## config.mk

```make
export PLATFORM = sky130hd
export DESIGN_NAME = pauli_frame_scheduler
export DESIGN_NICKNAME = d
export VERILOG_FILES = /design/src/rtl/qec_frame_pkg.sv /design/src/rtl/pauli_frame_scheduler_rr_arb2.sv /design/src/rtl/pauli_frame_scheduler.sv
export SDC_FILE = /design/constraint.sdc
export NUM_CORES = 1
export LEC_CHECK = 0
export ABC_AREA = 1
export CAP_MARGIN = 20
export CORE_ASPECT_RATIO = 2
export CORE_MARGIN = 1.5
export CORE_UTILIZATION = 34
export CTS_BUF_LIST = sky130_fd_sc_hd__clkbuf_8
export DETAILED_ROUTE_END_ITERATION = 10
export MAX_ROUTING_LAYER = met4
export PLACE_DENSITY = 0.82
export SYNTH_ARGS = -nofsm -noshare
export SYNTH_HDL_FRONTEND = slang
export SYNTH_SLANG_ARGS = --single-unit
```

## constraint.sdc

```tcl
create_clock -name clk -period 1.69 [get_ports clk]
set_input_delay 0.169 -clock clk [delete_from_list [all_inputs] [get_ports clk]]
set_output_delay 0.169 -clock clk [all_outputs]
set_load 0.02 [all_outputs]
```

## src/rtl/qec_frame_pkg.sv

```systemverilog
// Shared types for the Pauli frame tracking logic: the Pauli encoding,
// the scheduler FSM states and the round-robin selector.
package qec_frame_pkg;

  // Frame entry: bit 1 = Z component, bit 0 = X component.
  typedef logic [1:0] pauli_t;

  localparam pauli_t PAULI_I = 2'b00;
  localparam pauli_t PAULI_X = 2'b01;
  localparam pauli_t PAULI_Z = 2'b10;

  typedef enum logic { IDLE = 1'b0, CLEAR = 1'b1 } pfs_state_e;

  typedef enum logic { SEL_UPD = 1'b0, SEL_Q = 1'b1 } rr_sel_e;

  // Frame bit that flips a measurement in the given basis:
  // a Z-basis result (basis 0) is flipped by X, an X-basis result by Z.
  function automatic logic flip_bit(input pauli_t p, input logic basis);
    return basis ? p[1] : p[0];
  endfunction

endpackage

```

## src/rtl/pauli_frame_scheduler_rr_arb2.sv

```systemverilog
// Two-requester round-robin arbiter (update stream vs query stream).
// The pointer only advances when both requesters compete, so a lone
// requester never disturbs the fairness order.
module rr_arb2
  import qec_frame_pkg::*;
(
  input  logic clk,
  input  logic rst,
  input  logic req_upd,
  input  logic req_q,
  output logic gnt_upd,
  output logic gnt_q
);

  rr_sel_e ptr;
  logic    contend;

  assign contend = req_upd & req_q;

  // Grant the lone requester, or the pointed-to one under contention.
  always_comb begin
    gnt_upd = 1'b0;
    gnt_q   = 1'b0;
    if (contend) begin
      gnt_upd = (ptr == SEL_UPD);
      gnt_q   = (ptr == SEL_Q);
    end else begin
      gnt_upd = req_upd;
      gnt_q   = req_q;
    end
  end

  // Hand priority to the other stream after each contended grant.
  always_ff @(posedge clk or posedge rst) begin
    if (rst) begin
      ptr <= SEL_UPD;
    end else if (contend) begin
      ptr <= (ptr == SEL_UPD) ? SEL_Q : SEL_UPD;
    end
  end

endmodule

```

## src/rtl/pauli_frame_scheduler.sv

```systemverilog
// Pauli frame scheduler: sole owner of the frame tracker's ports.
// Arbitrates decoder corrections (read-modify-write XOR) against
// measurement queries (lookup + result flip) and runs the clear sweep.
// Optional statistics counters are built when PFS_STATS_EN is defined.
//
// Handshake: a request is taken in the cycle where valid && ready.
// ready is combinational from valid, clr_req and the FSM state and is
// only ever high for the single stream being granted that cycle.
//
// The tracker's own rst_n is driven as ~rst at the integration level.
module pauli_frame_scheduler
  import qec_frame_pkg::*;
#(
  parameter int NUM_QUBITS = 49,
  parameter int ADDR_W     = $clog2(NUM_QUBITS)
) (
  input  logic              clk,
  input  logic              rst,
  input  logic              upd_valid,
  output logic              upd_ready,
  input  logic [ADDR_W-1:0] upd_addr,
  input  logic [1:0]        upd_mask,
  input  logic              q_valid,
  output logic              q_ready,
  input  logic [ADDR_W-1:0] q_addr,
  input  logic              q_basis,
  input  logic              q_meas,
  output logic              rsp_valid,
  output logic [1:0]        rsp_pauli,
  output logic              rsp_meas,
  input  logic              clr_req,
  output logic              clr_busy,
  output logic              clr_done,
  output logic              addr_err,
  output logic              trk_wr_en,
  output logic [ADDR_W-1:0] trk_wr_addr,
  output logic [1:0]        trk_wr_pauli,
  output logic [ADDR_W-1:0] trk_rd_addr,
  input  logic [1:0]        trk_rd_pauli,
  output logic [31:0]       stat_upd,
  output logic [31:0]       stat_q,
  output logic [31:0]       stat_stall,
  output pfs_state_e        dbg_state
);

  localparam logic [ADDR_W:0]   NQ_LIM   = (ADDR_W+1)'(NUM_QUBITS);
  localparam logic [ADDR_W-1:0] LAST_IDX = ADDR_W'(NUM_QUBITS - 1);

  pfs_state_e        state, state_nxt;
  logic [ADDR_W-1:0] clr_cnt, clr_cnt_nxt;
  logic [ADDR_W-1:0] rd_addr_q;
  logic              arb_en, gnt_upd, gnt_q;
  logic              upd_in_rng, q_in_rng;
  pauli_t            q_pauli;

  // Streams may only be granted in IDLE and when no sweep is being requested.
  assign arb_en     = (state == IDLE) & ~clr_req;
  assign upd_in_rng = ({1'b0, upd_addr} < NQ_LIM);
  assign q_in_rng   = ({1'b0, q_addr} < NQ_LIM);
  assign upd_ready  = gnt_upd;
  assign q_ready    = gnt_q;
  assign dbg_state  = state;
  assign q_pauli    = q_in_rng ? trk_rd_pauli : PAULI_I;

  rr_arb2 u_arb (
    .clk     (clk),
    .rst     (rst),
    .req_upd (upd_valid & arb_en),
    .req_q   (q_valid & arb_en),
    .gnt_upd (gnt_upd),
    .gnt_q   (gnt_q)
  );

  // FSM next state and sweep outputs.
  always_comb begin
    state_nxt   = state;
    clr_cnt_nxt = clr_cnt;
    clr_busy    = 1'b0;
    clr_done    = 1'b0;
    case (state)
      IDLE: begin
        if (clr_req) begin
          state_nxt   = CLEAR;
          clr_cnt_nxt = '0;
        end
      end
      CLEAR: begin
        clr_busy = 1'b1;
        if (clr_cnt == LAST_IDX) begin
          clr_done  = 1'b1;
          state_nxt = IDLE;
        end else begin
          clr_cnt_nxt = clr_cnt + ADDR_W'(1);
        end
      end
      default: state_nxt = IDLE;
    endcase
  end

  // FSM state and sweep counter registers.
  always_ff @(posedge clk or posedge rst) begin
    if (rst) begin
      state   <= IDLE;
      clr_cnt <= '0;
    end else begin
      state   <= state_nxt;
      clr_cnt <= clr_cnt_nxt;
    end
  end

  // Tracker port steering: sweep writes, update RMW, query lookup.
  always_comb begin
    trk_wr_en    = 1'b0;
    trk_wr_addr  = '0;
    trk_wr_pauli = PAULI_I;
    trk_rd_addr  = rd_addr_q;
    if (state == CLEAR) begin
      trk_wr_en   = 1'b1;
      trk_wr_addr = clr_cnt;
    end else if (gnt_upd) begin
      trk_rd_addr = upd_addr;
      if (upd_in_rng) begin
        trk_wr_en    = 1'b1;
        trk_wr_addr  = upd_addr;
        trk_wr_pauli = trk_rd_pauli ^ upd_mask;
      end
    end else if (gnt_q) begin
      trk_rd_addr = q_addr;
    end
  end

  // Read address holds between grants; response and sticky error register.
  always_ff @(posedge clk or posedge rst) begin
    if (rst) begin
      rd_addr_q <= '0;
      rsp_valid <= 1'b0;
      rsp_pauli <= PAULI_I;
      rsp_meas  <= 1'b0;
      addr_err  <= 1'b0;
    end else begin
      rd_addr_q <= trk_rd_addr;
      rsp_valid <= gnt_q;
      if (gnt_q) begin
        rsp_pauli <= q_pauli;
        rsp_meas  <= q_meas ^ flip_bit(q_pauli, q_basis);
      end
      if ((gnt_upd & ~upd_in_rng) | (gnt_q & ~q_in_rng)) begin
        addr_err <= 1'b1;
      end
    end
  end

`ifdef PFS_STATS_EN
  logic stall_cyc;

  assign stall_cyc = (upd_valid & ~upd_ready) | (q_valid & ~q_ready);

  // Saturating grant and stall counters.
  always_ff @(posedge clk or posedge rst) begin
    if (rst) begin
      stat_upd   <= '0;
      stat_q     <= '0;
      stat_stall <= '0;
    end else begin
      if (gnt_upd && (stat_upd != '1)) stat_upd <= stat_upd + 32'd1;
      if (gnt_q && (stat_q != '1)) stat_q <= stat_q + 32'd1;
      if (stall_cyc && (stat_stall != '1)) stat_stall <= stat_stall + 32'd1;
    end
  end
`else
  assign stat_upd   = '0;
  assign stat_q     = '0;
  assign stat_stall = '0;
`endif

endmodule

```

Word level (Yosys, flattened, before mapping)
Cells that the tools add are included.
{ "word_totals": {"wordCells": 55, "regBits": 19, "out_inout_bits": 121, "in_bits": 23} }
{ "op_classes": {"eq_ne": 3, "reduce_logical": 1, "n_lt_le_gt_ge": 2, "n_mux": 26, "n_bitwise": 14, "n_addsub": 1} }
{ "ops": {"columns": ["cell", "count"], "rows": [
  ["6-bit 2-to-1 mux", 8],
  ["6-bit less-than comparator (second input constant)", 2],
  ["1-bit 2-to-1 mux", 12],
  ["6-bit case mux with 2 select lines", 1],
  ["2-bit 2-to-1 mux", 4],
  ["6-bit by 1-bit adder with 6-bit output (second input constant)", 1],
  ["1-bit AND", 6],
  ["6-bit equality test (second input constant)", 1],
  ["1-bit NOT", 5],
  ["2-bit inequality test (second input constant)", 2],
  ["1-bit case mux with 2 select lines", 1],
  ["2-bit AND reduction", 1],
  ["2-bit bitwise XOR", 1],
  ["1-bit OR", 1],
  ["1-bit bitwise XOR", 1]
]} }

Logic depth before layout (Yosys ltp)
{ "depth": {"depth_word": 8, "ltp_mapped": 8} }

Cells and area by module
A second synthesis with hierarchy kept.
{ "hier_totals": {"cells_unflattened": 253, "area_unflattened_um2": 1950.6} }
{ "by_module_without_submodules": {"columns": ["mod", "seq_area_each_um2", "area_each_um2", "instances", "cells_per_inst"], "rows": [
  ["pauli_frame_scheduler", 450.4, 1886.8, 1, 243],
  ["rr_arb2", 25.0, 63.8, 1, 10]
]} }

Worst setup path after synthesis
Ideal clock, no wire load.
{ "synth_path": {"path_kind": "register to register", "start": "reg state, in the netlist dbg_state", "end": "reg rd_addr_q[0]", "path_slack_ns": -0.101, "path_stages_with_launch": 6, "path_buffers": 0, "required_ns": 1.518, "t_arrival_ns": 1.619, "period_less_slack_ns": 1.791, "setup_ns": 0.172, "path_cell_list": "dfrtp_1 > nor2_4 > nand2_4 > a21oi_4 > o21ai_0 > o22ai_1"} }
{ "synth_between": {"elab_chain_cells": 8, "elab_cells_between_ends": 10} }
{ "synth_lines": {"columns": ["item", "line_no", "source"], "rows": [
  ["start: declaration", "pauli_frame_scheduler.sv:49", "pfs_state_e state, state_nxt;"],
  ["start signal: assignment", "pauli_frame_scheduler.sv:106", "state <= state_nxt;"],
  ["1-bit NOT (*)", null, null],
  ["1-bit AND (*)", "pauli_frame_scheduler.sv:57", "assign arb_en = (state == IDLE) & ~clr_req;"],
  ["1-bit AND, on equally long branches", "pauli_frame_scheduler.sv:68, pauli_frame_scheduler.sv:69", null],
  ["1-bit AND", "pauli_frame_scheduler_rr_arb2.sv:18", "assign contend = req_upd & req_q;"],
  ["1-bit 2-to-1 mux (*)", "pauli_frame_scheduler_rr_arb2.sv:24", "if (contend) begin"],
  ["via q_ready", "pauli_frame_scheduler.sv:24", "output logic q_ready,"],
  ["6-bit 2-to-1 mux (*)", "pauli_frame_scheduler.sv:127", "end else if (gnt_q) begin"],
  ["6-bit 2-to-1 mux (*)", "pauli_frame_scheduler.sv:120", "end else if (gnt_upd) begin"],
  ["6-bit 2-to-1 mux (*)", "pauli_frame_scheduler.sv:117", "if (state == CLEAR) begin"],
  ["via trk_rd_addr[0]", "pauli_frame_scheduler.sv:38", "output logic [ADDR_W-1:0] trk_rd_addr,"],
  ["end signal: assignment", "pauli_frame_scheduler.sv:141", "rd_addr_q <= trk_rd_addr;"],
  ["end: declaration", "pauli_frame_scheduler.sv:51", "logic [ADDR_W-1:0] rd_addr_q;"]
]} }
Mark *: on every way through the listed nets, which the timed path passes. The rest lies on a longest branch.
A chain may end at the register's enable or synchronous reset.

Worst setup path after layout
{ "layout_path": {"start": "reg state, in the netlist dbg_state", "end": "out trk_rd_addr[2]"} }
{ "layout_between": {"elab_chain_cells": 8, "elab_cells_between_ends": 10} }
{ "layout_lines": {"columns": ["item", "line_no"], "rows": [
  ["1-bit NOT", null],
  ["1-bit AND", "pauli_frame_scheduler.sv:57"],
  ["1-bit AND, on equally long branches", "pauli_frame_scheduler.sv:68, pauli_frame_scheduler.sv:69"],
  ["1-bit AND", "pauli_frame_scheduler_rr_arb2.sv:18"],
  ["1-bit 2-to-1 mux", "pauli_frame_scheduler_rr_arb2.sv:24"],
  ["6-bit 2-to-1 mux", "pauli_frame_scheduler.sv:127"],
  ["6-bit 2-to-1 mux", "pauli_frame_scheduler.sv:120"],
  ["6-bit 2-to-1 mux (*)", "pauli_frame_scheduler.sv:117"],
  ["end: declaration", "pauli_frame_scheduler.sv:38"]
]} }
Every way passes the cells marked *; elsewhere a longest branch is shown, timed or not.

==> run metrics <==
H-Tree Level Count=1; CP startpoint kind=register; Residual DRC=0; Pre-antenna DRT Iters=4; clk sinks=19; non-filler instance count after layout=385; fillers=510; initial core utilization=0.3533; worst r2r src=dbg_state; # IOs=144; final net count=353; Finished Core Util=0.4913; crit path launch=dbg_state; R2R Setup Slk=0.18 ns; largest net degree at the start of global routing=20; fmax=525.0 MHz; share of cells above drive strength 1=0.2966; Cells after Synth=238; maximum VDD drop=0.7261 mV; Worst Reg-to-Reg Cells=8; YS warnings=0; RSZ-0062 raised after global routing=true; Rows=37; initial DRC count=34; Final min period=1.905 ns; number of diodes=0; Pleak=0.001320 uW; CTS tree=yes; Final Cycle Share=1.127; Final Slew Violations=0; placed instance count=367; hold buffers post-CTS=0; Worst-path clk slew=0.08 ns; Hold Path Class=in2async; Clk Latency, worst-skew pair=0.26 ns; Setup CP Type=reg2out; routability cong.=0.8000; Cell Area, Synth=0.001832 mm2; Clock Path Buffers=2; wirelength, routed=4544 um; Die W=54.90 um; endpoint type of the worst setup path=output port; reg-to-reg endpoint=clr_cnt[4]; dpl cell area=0.002222 mm2; final instance area=0.002547 mm2; Fin. Hold Viols=0; DP Wirelength=3433 um; register area=476.7 um2; Layout area overhead=39.07%; post-synthesis sequential area ratio=0.2596; Max FO, Critical Path=5; Setup violations, final=11; port buffer count=47; status=finished, violations left; critical path required time=1.52 ns; max-cap viol count=0; synth top area cells=buf_4 40%, dfrtp_1 26%, nand3_1 5.7%; top cell type's share of synthesized area=0.3975; WP data arrival=1.74 ns; antenna-violating nets left=0; gr ovfl total=0; Synth cell types=23; root buffer cell=clkbuf_8; total CTS buffers=3; vias in the first global route=1511; register bit total from synthesis=19; DR vias=1619; gr usage total=0.1601; mean number of vias per cell=4.205; failing checks=setup timing; Die H=106.8 um; Avg Cell Area, Syn=7.696 um2; final setup margin=-0.2149 ns; core area=0.005185 mm2; Pwr per Cell Area=1205 mW/mm2; initial antenna violation count=0; wire per inst=11.80 um; multi-input gate area in the final layout=0.001071 mm2; post-synth top area cell=buf_4; first-pass GRT wire length=6755 um; full die area=0.005863 mm2; clk_skew=0.007611 ns
-- kinds of logic (layout without fill, tap and decap cells) --
| family | after synthesis | count (layout) | share of synthesized area |
|---|---|---|---|
| buf+inv | 115 | 109 | 0.4385 |
| xor+xnor | 5 | 5 | 0.02391 |
| other cells | 1 | 96 | 0.002047 |
| simple gates | 69 | 69 | 0.1762 |
| compound gates | 27 | 27 | 0.08607 |
| flops | 19 | 19 | 0.2596 |
| fa+ha+maj | 2 | 2 | 0.01366 |
-- metal layers --
metal / routed length [um] / global-route usage / share of wire / vias up
met5: 0 / - / 0 / -
met4: 110 / 0.06272 / 0.024 / 0
met3: 351 / 0.01532 / 0.077 / 10
met1: 1433 / 0.1594 / 0.32 / 745
li1: - / - / - / 747
met2: 2648 / 0.2968 / 0.58 / 117
-- cells in the mapped netlist (all sizes together) --
cell	instances
buf	98
nand2	25
nand3	22
o21ai	22
dfrtp	19
nor2	19
inv	17
o22ai	3
xor2	3
ha	2
nand4	2
xnor2	2
a21oi	1
conb	1
nor3	1
o211ai	1
-- critical path: stages (launching register included) --
cell and delay (ns):
dfrtp_1 0.41, nor2_4 0.21, nand2_4 0.08, a21oi_4 0.22, buf_6 0.14, o21ai_0 0.10
o21ai_2 0.17, buf_6 0.14
-- state kept, by name, indices dropped and copies added (netlist names) --
register   cells
addr_err       1
clr_cnt        6
dbg_state      1
rd_addr_q      6
rsp_meas       1
rsp_pauli      2
rsp_valid      1
u_arb.ptr      1
-- cells in the final DEF, fill, tap and decap left out, types with 2 or more instances in the layout --
| cell type | count |
|---|---|
| buf_6 | 20 |
| conb_1 | 96 |
| nand3_2 | 3 |
| dfrtp_1 | 18 |
| nand2_1 | 23 |
| clkdlybuf4s50_1 | 27 |
| nand3_4 | 5 |
| o21ai_0 | 6 |
| xnor2_1 | 2 |
| inv_2 | 2 |
| nand3_1 | 14 |
| clkbuf_8 | 3 |
| nand4_1 | 2 |
| o21ai_1 | 4 |
| inv_1 | 14 |
| o21ai_2 | 12 |
| nand2_4 | 2 |
| nor2_4 | 3 |
| buf_4 | 35 |
| nor2_1 | 15 |
| xor2_1 | 3 |
| ha_1 | 2 |
-- repair_timing --
item,4_1_cts,5_1_grt
buffers inserted,10,4
setup endpoints to repair,18,20
gates resized for setup,104,52
pin swaps,2,5
gates cloned,0,1
-- where the power goes --
part	internal, uW	switching, uW
Combinational	859	1080
Clock	166	163
Sequential	662	140
Total	1690	1380
-- stage by stage --
| stage | hold slack (ns) | power (uW) | TNS [ns] | setup slack, ns |
|---|---|---|---|---|
| after floorplan | 0.1201 | 1932 | 0 | 0.003444 |
| after global placement | 0.4651 | 2497 | -7.745 | -0.5127 |
| after detailed placement | 0.4782 | 2537 | -8.143 | -0.5237 |
| after CTS | 0.2384 | 2917 | -1.195 | -0.1693 |
| after global routing | 0.2474 | 3310 | -2.572 | -0.3223 |
| final | 0.2295 | 3069 | -1.179 | -0.2149 |
-- area by class of cell --
cell class / instances / share of cell area
Clock inverter: 1 / 0.002947
Inverter: 17 / 0.02701
Multi-Input combinational cell: 199 / 0.4204
Timing Repair Buffer: 87 / 0.3143
Timing Repair inverter: 1 / 0.003438
Sequential cell: 19 / 0.1871
Tap cell: 58 / 0.02849
Clock buffer: 3 / 0.01621
-- how the worst max path moves through the flow --
stage / endpoint / slack (ns) / depth (start not counted)
finish: trk_rd_addr[2] / -0.21 / 7
floorplan: trk_rd_addr[2] / 0.003 / 5
global placement: trk_wr_addr[2] / -0.51 / 7
detailed placement: trk_wr_addr[2] / -0.52 / 7
global route: trk_rd_addr[2] / -0.32 / 7
CTS: trk_rd_addr[5] / -0.17 / 7
Power figures use the tool's default switching activity.
